==> config.mk <==
export PLATFORM = sky130hd
export DESIGN_NAME = cop_arb
export DESIGN_NICKNAME = d
export VERILOG_FILES = /design/src/rtl/cop_pkg.sv /design/src/rtl/cop_rr_arb.sv /design/src/rtl/cop_arb.sv
export SDC_FILE = /design/constraint.sdc
export NUM_CORES = 1
export LEC_CHECK = 0
export CAP_MARGIN = 20
export CORE_AREA = 2 2 142 144
export CTS_BUF_LIST = sky130_fd_sc_hd__clkbuf_4 sky130_fd_sc_hd__clkbuf_8
export CTS_CLUSTER_SIZE = 10
export DETAILED_ROUTE_END_ITERATION = 16
export DIE_AREA = 0 0 144 146
export PLACE_DENSITY_LB_ADDON = 0.15
export REMOVE_ABC_BUFFERS = 1
export SETUP_SLACK_MARGIN = 0.4
export SLEW_MARGIN = 30
export SYNTH_ARGS = -nofsm -noshare
export SYNTH_HDL_FRONTEND = slang
export SYNTH_SLANG_ARGS = --single-unit
==> constraint.sdc <==
create_clock -name cop_clk -period 2.2 [get_ports cop_clk]
set_input_delay 0.55 -clock cop_clk [delete_from_list [all_inputs] [get_ports cop_clk]]
set_output_delay 0.55 -clock cop_clk [all_outputs]
set_load 0.01 [all_outputs]
==> src/rtl/cop_pkg.sv <==
// +----------------------------------------------------------------------------+
// | Module      : cop_pkg                                                      |
// | Description : Shared opcodes, FSM encoding and response record for cop_arb |
// | Revision    : 1.0  initial release                                         |
// +----------------------------------------------------------------------------+
`default_nettype none

package cop_pkg;

  localparam logic [6:0] CUSTOM_0 = 7'h0B;
  localparam logic [6:0] CUSTOM_1 = 7'h2B;
  localparam logic [6:0] CUSTOM_2 = 7'h5B;
  localparam logic [6:0] CUSTOM_3 = 7'h7B;

  typedef enum logic [0:0] {
    ST_IDLE  = 1'b0,
    ST_ISSUE = 1'b1
  } cop_state_e;

  typedef struct packed {
    logic [31:0] data;
    logic        err;
    logic        id;
  } cop_rsp_t;

endpackage

`default_nettype wire

==> src/rtl/cop_rr_arb.sv <==
// +----------------------------------------------------------------------------+
// | Module      : cop_rr_arb                                                   |
// | Description : 2-way round-robin / fixed-priority picker, one-hot grant     |
// | Revision    : 1.0  initial release                                         |
// +----------------------------------------------------------------------------+
`default_nettype none

module cop_rr_arb (
  input  logic [1:0] req,
  input  logic       last,
  input  logic       prio_fix,
  output logic [1:0] grant
);

  // A lone requester always wins; a tie goes to 0 under fixed priority or
  // when requester 1 was the previous winner.
  always_comb begin
    grant = req;
    if (req == 2'b11) begin
      grant = (prio_fix || last) ? 2'b01 : 2'b10;
    end
  end

endmodule

`default_nettype wire

==> src/rtl/cop_arb.sv <==
// +----------------------------------------------------------------------------+
// | Module      : cop_arb                                                      |
// | Description : Two-requester front end sharing one coprocessor port.        |
// |               Optional completion timeout: define COP_ARB_TIMEOUT_EN.      |
// | Revision    : 1.0  initial release                                         |
// +----------------------------------------------------------------------------+
`default_nettype none

module cop_arb
  import cop_pkg::*;
#(
  parameter logic        PRIO_FIX = 1'b0,
  parameter int unsigned TMO_CYC  = 16
) (
  input  logic        cop_clk,
  input  logic        cop_rst,
  input  logic [1:0]  req_valid,
  output logic [1:0]  req_ready,
  input  logic [63:0] req_insn,
  input  logic [63:0] req_rs1,
  input  logic [63:0] req_rs2,
  output logic [1:0]  rsp_valid,
  input  logic [1:0]  rsp_ready,
  output logic [31:0] rsp_data,
  output logic        rsp_err,
  output logic        cop_valid,
  output logic        cop_rdywr,
  output logic [31:0] cop_insn,
  output logic [31:0] cop_rs1,
  output logic [31:0] cop_rs2,
  input  logic        cop_ready,
  input  logic        cop_wait,
  input  logic        cop_wr,
  input  logic [31:0] cop_rd
);

  if (TMO_CYC < 1) begin : g_bad_tmo
    $error("TMO_CYC must be at least 1");
  end

  cop_state_e  r_state;
  cop_state_e  w_state_nxt;
  cop_rsp_t    r_rsp;
  logic        r_rsp_full;
  logic        r_last;
  logic        r_owner;
  logic [31:0] r_insn;
  logic [31:0] r_rs1;
  logic [31:0] r_rs2;

  logic [1:0]  w_grant;
  logic        w_gnt_idx;
  logic        w_grant_en;
  logic        w_take;
  logic        w_issue;
  logic        w_pop;
  logic        w_rsp_free;
  logic        w_done_good;
  logic        w_done_unsup;
  logic        w_done_tmo;
  logic        w_done;

  cop_rr_arb u_rr (
    .req      (req_valid),
    .last     (r_last),
    .prio_fix (PRIO_FIX),
    .grant    (w_grant)
  );

  assign w_issue      = (r_state == ST_ISSUE);
  assign w_pop        = r_rsp_full & rsp_ready[r_rsp.id];
  assign w_rsp_free   = !r_rsp_full | w_pop;
  assign w_done_good  = w_issue & !cop_wait & cop_wr & cop_ready & w_rsp_free;
  assign w_done_unsup = w_issue & !cop_wait & !cop_wr & w_rsp_free;
  assign w_done       = w_done_good | w_done_unsup | w_done_tmo;

  // No acceptance while reset is held: the instruction would be discarded.
  assign w_grant_en = !cop_rst & ((!w_issue & w_rsp_free) | w_done);
  assign w_take     = w_grant_en & (|req_valid);
  assign w_gnt_idx  = w_grant[1];
  assign req_ready  = w_grant_en ? w_grant : 2'b00;

`ifdef COP_ARB_TIMEOUT_EN
  localparam int unsigned c_tmo_w = (TMO_CYC > 1) ? $clog2(TMO_CYC) : 1;

  logic [c_tmo_w-1:0] r_tmo_cnt;

  // Only cycles where the response slot could accept a result count as stuck.
  assign w_done_tmo = w_issue & w_rsp_free & !(w_done_good | w_done_unsup) &
                      (r_tmo_cnt == c_tmo_w'(TMO_CYC - 1));

  always_ff @(posedge cop_clk) begin
    if (cop_rst || w_done || w_take) begin
      r_tmo_cnt <= '0;
    end else if (w_issue && w_rsp_free) begin
      r_tmo_cnt <= r_tmo_cnt + 1'b1;
    end
  end
`else
  assign w_done_tmo = 1'b0;
`endif

  always_ff @(posedge cop_clk) begin
    if (cop_rst) begin
      r_state <= ST_IDLE;
    end else begin
      r_state <= w_state_nxt;
    end
  end

  always_comb begin
    w_state_nxt = r_state;
    case (r_state)
      ST_IDLE:  if (w_take) w_state_nxt = ST_ISSUE;
      ST_ISSUE: if (w_done) w_state_nxt = w_take ? ST_ISSUE : ST_IDLE;
      default:  w_state_nxt = ST_IDLE;
    endcase
  end

  always_ff @(posedge cop_clk) begin
    if (cop_rst) begin
      r_insn  <= '0;
      r_rs1   <= '0;
      r_rs2   <= '0;
      r_owner <= 1'b0;
      r_last  <= 1'b1;
    end else if (w_take) begin
      r_insn  <= w_gnt_idx ? req_insn[63:32] : req_insn[31:0];
      r_rs1   <= w_gnt_idx ? req_rs1[63:32]  : req_rs1[31:0];
      r_rs2   <= w_gnt_idx ? req_rs2[63:32]  : req_rs2[31:0];
      r_owner <= w_gnt_idx;
      r_last  <= w_gnt_idx;
    end
  end

  // A load in the same cycle as a pop wins, so back-to-back results never gap.
  always_ff @(posedge cop_clk) begin
    if (cop_rst) begin
      r_rsp_full <= 1'b0;
      r_rsp      <= '0;
    end else if (w_done) begin
      r_rsp_full <= 1'b1;
      r_rsp.data <= w_done_good ? cop_rd : 32'h0;
      r_rsp.err  <= !w_done_good;
      r_rsp.id   <= r_owner;
    end else if (w_pop) begin
      r_rsp_full <= 1'b0;
    end
  end

  assign cop_valid = w_issue;
  assign cop_rdywr = w_rsp_free;
  assign cop_insn  = w_issue ? r_insn : 32'h0;
  assign cop_rs1   = w_issue ? r_rs1  : 32'h0;
  assign cop_rs2   = w_issue ? r_rs2  : 32'h0;

  assign rsp_valid = {r_rsp_full & r_rsp.id, r_rsp_full & !r_rsp.id};
  assign rsp_data  = r_rsp.data;
  assign rsp_err   = r_rsp.err;

endmodule

`default_nettype wire

==> metrics, run 1 <==
status finished clean; detailed-route wire length 31600 microns; Overall Power 7.50 mW; die area 21000 sq um; VDD IR max 0.341 mV; share of layout cells above drive strength 1 34.6%; Reg power frac 36.7%; WL/cell 21.0 microns; sequential-to-total area share from yosys stat 38.2%; min Tclk post-route 2.11 ns; Yosys top cell by area dfxtp_1; setup_tns 0 ns; Critical path origin r_rsp[0]; fin. max-slew vios 0; # DRC 0; Fmax 473 MHz; Synth Instances 875; Worst-Margin Slew 0.954 ns; final worst setup slack 0.0872 ns; Vias/cell 5.43; Post-synth EDFFs 0; Gate power share 32.2%; largest net degree at the start of global routing 79; dpl cell area 10900 sq um; Synth Warn # 0; Max Fanout on Critical Path 2; Final Cell Area 13100 sq um; Min Hold Slack 0.466 ns; clock root cell clkbuf_8; total number of vias 8178; crit-path cells mux2i_4, and2_4, clkinv_4, buf_12, buf_12; FF+latch count, synth 134; synth top area cells dfxtp_1, nand2_1, and2_1; area occupied by multi-input gates 4350 sq um; top-count cell post-synth nand2_1; clk buf depth 2; # setup viols final 0; WS Path Type reg2out; CTS Sinks 134; vias in the first global route 7513; synthesized area per cell 8.03 sq um; CP endpoint kind output pin; slowest stage delay, CP 0.37 ns; site row count 51; Tcrit/Tclk final 96.0%; Finished Layout Cells 1506; CTS Buf Count 17; dpl cells 1421; crit path to cop_rdywr; Routed Antenna Nets 0; Synth Flop Type dfxtp_1; Hold-fix buffers, CTS 0; pre-CTS WS -0.542 ns; total track usage 25.4%; count of port buffers added during placement 367; first-pass GRT wire length 41600 microns; Layout area overhead 86.5%; Worst setup SP type flip-flop; drt first pass iters 7; fill cell count 1586; FF-to-FF Start r_rsp[0]; Ports 368; Lkg Pwr 5.70 nW; gr ovfl total 0; Post-synth top cells nand2_1, dfxtp_1, and2_1; die width 144 microns; sw power 2.21 mW; Starting Density 36.3%; worst reg-to-reg path cell count 9; Chip Height 146 microns; asr flop ratio synth 0%; Slowest-stage cell, CP dfxtp_4; gpl congestion 0.787; Internal 5.28 mW; Seq. cell area 2690 sq um; Crit path arrival time 1.56 ns; initial antenna violation count 3; PwrDens 572 nW/um^2; switching share of power 29.5%; Clk pwr share 31.0%; DPL Wire Length 18300 microns; CTS clk-pin slew, worst paths 0.08 ns; Final Hold Fails 0; CP required 1.65 ns; RR Endpoint r_insn[17]; cell mode on critical path buf_12; CTS tree built; Max Cap Viol 0; Core ar. 19300 sq um; Final nets 1458; skew final 0.00927 ns; worst-skew pair later-pin latency 0.45 ns; CTS H-tree depth 4; Worst slew margin 36.4%; RSZ-0062 raised after global routing true; worst min path class reg2reg; count of different cell masters after synthesis 28; fin util 67.7%; Worst R2R Setup Slack 0.16 ns; Mapped Area 7020 sq um; drt initial violations 280; Yosys top cell area share 38.2%
[layout make-up]
type / instances / area share [%]
sequential: 134 / 20.5
inverter: 2 / 0.0955
tap: 265 / 2.53
multi-input combinational: 613 / 33.2
clock buffer: 19 / 1.95
timing repair buffer: 457 / 40.2
clock inverter: 13 / 1.38
antenna: 3 / 0.0573
[flip-flops by register name, summed over array words and instances, names as in the netlist]
name	cells
r_rs1	32
cop_valid	1
r_rs2	32
r_insn	32
rsp_data	32
r_rsp	1
r_owner	1
rsp_err	1
r_last	1
r_rsp_full	1
[cell families (layout without fill, tap and decap cells)]
kind of cell           after synthesis  count (layout)  share of synthesized area [%]
AOI/OAI and AO/OA                  234             234                           26.5
buffers and inverters              130             491                           9.81
DFF                                134             134                           38.2
muxes                                2               2                          0.463
other                                0               3                              0
and+or+nand+nor                    375             377                           25.0
[cells in the final DEF, fill, tap and decap left out, types with 8 or more instances in the layout]
cell type          n
nand2_1          229
clkdlybuf4s50_1  226
dfxtp_1          132
buf_6            102
and2_4            97
a31oi_1           97
a311oi_2          88
a21oi_1           34
nand2b_1          33
dlymetal6s2s_1    33
buf_4             30
buf_12            24
clkbuf_8          18
clkbuf_16         15
buf_8             12
a311oi_1           8
[critical path, delay by kind of cell (launching register included)]
| kind | cells | cell delay (ns) |
|---|---|---|
| AND/OR/NAND/NOR | 1 | 0.19 |
| buffers and inverters | 3 | 0.32 |
| flip-flops | 1 | 0.37 |
| multiplexers | 1 | 0.23 |
[worst min path at each step]
stage / from / end / cells past startpoint
CTS: r_owner / r_owner / 2
finish: rsp_data[29] / rsp_data[29] / 2
floorplan: r_owner / r_owner / 2
global placement: r_owner / r_owner / 2
global route: rsp_data[24] / rsp_data[24] / 2
detailed placement: rsp_data[26] / rsp_data[26] / 2
[routing by layer]
metal,global-route usage [%],part of all wire [%]
met5,0,0
met4,9.51,3.1
met3,9.15,9.4
met2,43.3,48
met1,28.9,39
[power by group through the flow]
stage | clock network [mW] | logic (mW) | registers [mW]
2_1_floorplan | 0 | 0.739 | 2.78
3_3_place_gp | 0 | 1.78 | 2.78
3_5_place_dp | 0 | 1.79 | 2.79
4_1_cts | 2.36 | 1.84 | 2.73
5_1_grt | 2.45 | 2.56 | 2.77
6_report | 2.33 | 2.42 | 2.75
[what timing repair did]
action / 4_1_cts / 5_1_grt
cloned: 4 / 22
gates resized for setup: 418 / 352
pin swaps: 7 / 85
setup buffers: 9 / 15
hold endpoints to repair: 0 / 0
endpoints found under the setup margin: 234 / 234
Note: power is estimated with default switching activity, not from simulation.
==> inputs of run 2 (changes only) <==
--- a/config.mk
+++ b/config.mk
@@ -12,4 +12,5 @@
 export DETAILED_ROUTE_END_ITERATION = 16
 export DIE_AREA = 0 0 144 146
+export GPL_ROUTABILITY_DRIVEN = 0
 export PLACE_DENSITY_LB_ADDON = 0.15
 export REMOVE_ABC_BUFFERS = 1
==> constraint.sdc (replaced) <==
create_clock -name cop_clk -period 2.2 [get_ports cop_clk]
set_input_delay 0.55 -clock cop_clk [delete_from_list [all_inputs] [get_ports cop_clk]]
set_output_delay 0.55 -clock cop_clk [all_outputs]
set_load 0.005 [all_outputs]
==> metrics, run 2 (same netlist as run 1, synthesis figures left out) <==
status complete, but fails checks; failing checks setup timing; count of port buffers added during placement 367 (unchanged); dpl cells 1425 (+0.28%); total number of vias 8670 (+6.0%); Max Fanout on Critical Path 6 (+4); crit-path cells buf_12, buf_12, buf_16, buf_6, buf_6, and2_4, buf_6; die width 144 microns (unchanged); Starting Density 36.3% (unchanged); share of layout cells above drive strength 1 44.4% (+9.8 points); CTS tree built; site row count 51 (unchanged); worst-skew pair later-pin latency 0.47 ns (+0.02 ns); Tcrit/Tclk final 101% (+5.0 points); clk buf depth 2 (unchanged); die area 21000 sq um (unchanged); PwrDens 541 nW/um^2 (-5.4%); Final nets 1510 (+3.6%); vias in the first global route 8124 (+8.1%); Vias/cell 5.58 (+2.7%); Finished Layout Cells 1555 (+3.3%); CTS clk-pin slew, worst paths 0.08 ns (about the same); Layout area overhead 111%; drt initial violations 369 (+32%); Fmax 450 MHz (-5.0%); antenna cells 0 (-3); Lkg Pwr 6.26 nW (+9.9%); Final Hold Fails 0 (unchanged); most common cell after layout, fill and taps aside nand2_1; detailed-route wire length 36500 microns (+15%); Crit path arrival time 1.67 ns (+0.11 ns); Final Cell Area 14800 sq um (+13%); CTS Buf Count 17 (unchanged); Worst R2R Setup Slack 0.14 ns (-0.02 ns); CTS H-tree depth 4 (unchanged); Min Hold Slack 0.465 ns (-0.00134 ns); Max Cap Viol 0 (unchanged); skew final 0.0149 ns (+0.00558 ns); cell mode on critical path buf_6; initial antenna violation count 0 (-3); WL/cell 23.5 microns (+12%); Core ar. 19300 sq um (unchanged); Ports 368 (unchanged); Worst slew margin 39.2% (+2.8 points); final worst setup slack -0.0233 ns (-0.111 ns); first-pass GRT wire length 46500 microns (+12%); worst min path class reg2reg; VDD IR max 0.428 mV (+25%); fin. max-slew vios 0 (unchanged); total track usage 28.8% (+3.4 points); largest net degree at the start of global routing 135 (+71%); DPL Wire Length 18100 microns (-1.2%); commonest non-fill, non-tap cells in the layout nand2_1, clkdlybuf4s50_1, dfxtp_1; gr ovfl total 0 (unchanged); CTS Sinks 134 (unchanged); min Tclk post-route 2.22 ns (+0.111 ns); clock root cell clkbuf_8; dpl cell area 10900 sq um (+0.28%); pre-CTS WS -0.536 ns (+0.00516 ns); Routed Antenna Nets 0 (unchanged); slowest stage delay, CP 0.37 ns (about the same); # DRC 0 (unchanged); Worst-Margin Slew 0.912 ns (-0.0417 ns); drt first pass iters 4 (-3); RSZ-0062 raised after global routing true; Worst setup SP type flip-flop; Slowest-stage cell, CP dfxtp_4; WS Path Type reg2out; # setup viols final 2 (+2); CP required 1.65 ns (about the same); CP endpoint kind output pin; Overall Power 8.02 mW (+7.0%); Chip Height 146 microns (unchanged)
[run 2: worst paths after layout]
path                    start          end  depth (start not counted)
hold reg to reg   rsp_data[2]  rsp_data[2]                          2
setup / recovery    cop_valid  cop_rs2[12]                          7
setup reg to reg    cop_valid  rsp_data[7]                         13
hold / removal    rsp_data[2]  rsp_data[2]                          2
[run 2: timing repair]
| item | 4_1_cts | 5_1_grt |
|---|---|---|
| endpoints found under the setup margin | 234 | 268 |
| hold buffers | 0 | 0 |
| setup buffers | 30 | 23 |
| gates cloned | 23 | 22 |
| gates resized for setup | 441 | 443 |
| pin swaps | 19 | 83 |
[run 2: worst max-delay path, delay by kind of cell, from the launching register on]
kind,cells,cell delay (ns)
flops,1,0.37
buf+inv,6,0.71
simple gates,1,0.13
[run 2: through the flow]
stage | utilization [%] | setup TNS [ns]
2_1_floorplan | - | -344.99
3_3_place_gp | 56.5 | -45.66
3_5_place_dp | 56.5 | -47.12
4_1_cts | 64.9 | -2.72
5_1_grt | 76.6 | -0.363
6_report | 76.6 | -0.0433
[run 2: area by class of cell]
cell class | count | area (sq um)
Clock inverter | 14 | 199
Clock buffer | 18 | 248
Multi-Input combinational cell | 612 | 5200
Inverter | 2 | 12.5
Fill cell | 1306 | 4520
Timing Repair Buffer | 510 | 6110
Tap cell | 265 | 332
Sequential cell | 134 | 2720
[run 2: routing by layer]
metal / up-vias / global-route usage [%] / part of all wire, %
li1: 3907 / - / -
met1: 4245 / 33.8 / 37
met2: 431 / 49.7 / 51
met3: 87 / 8.75 / 8.9
met4: 0 / 9.66 / 3.5
met5: - / 0 / 0
[run 2: power breakdown]
part | internal [mW] | total [mW] | switching, mW
combinational | 1.66 | 2.82 | 1.16
sequential | 2.63 | 2.81 | 0.171
clock | 1.27 | 2.39 | 1.12
==> inputs of run 3 (changes only) <==
Settings changed: TNS_END_PERCENT set to 100.
==> results of run 3 <==
No change in the layout: final DEF, timing and power equal those of run 2.
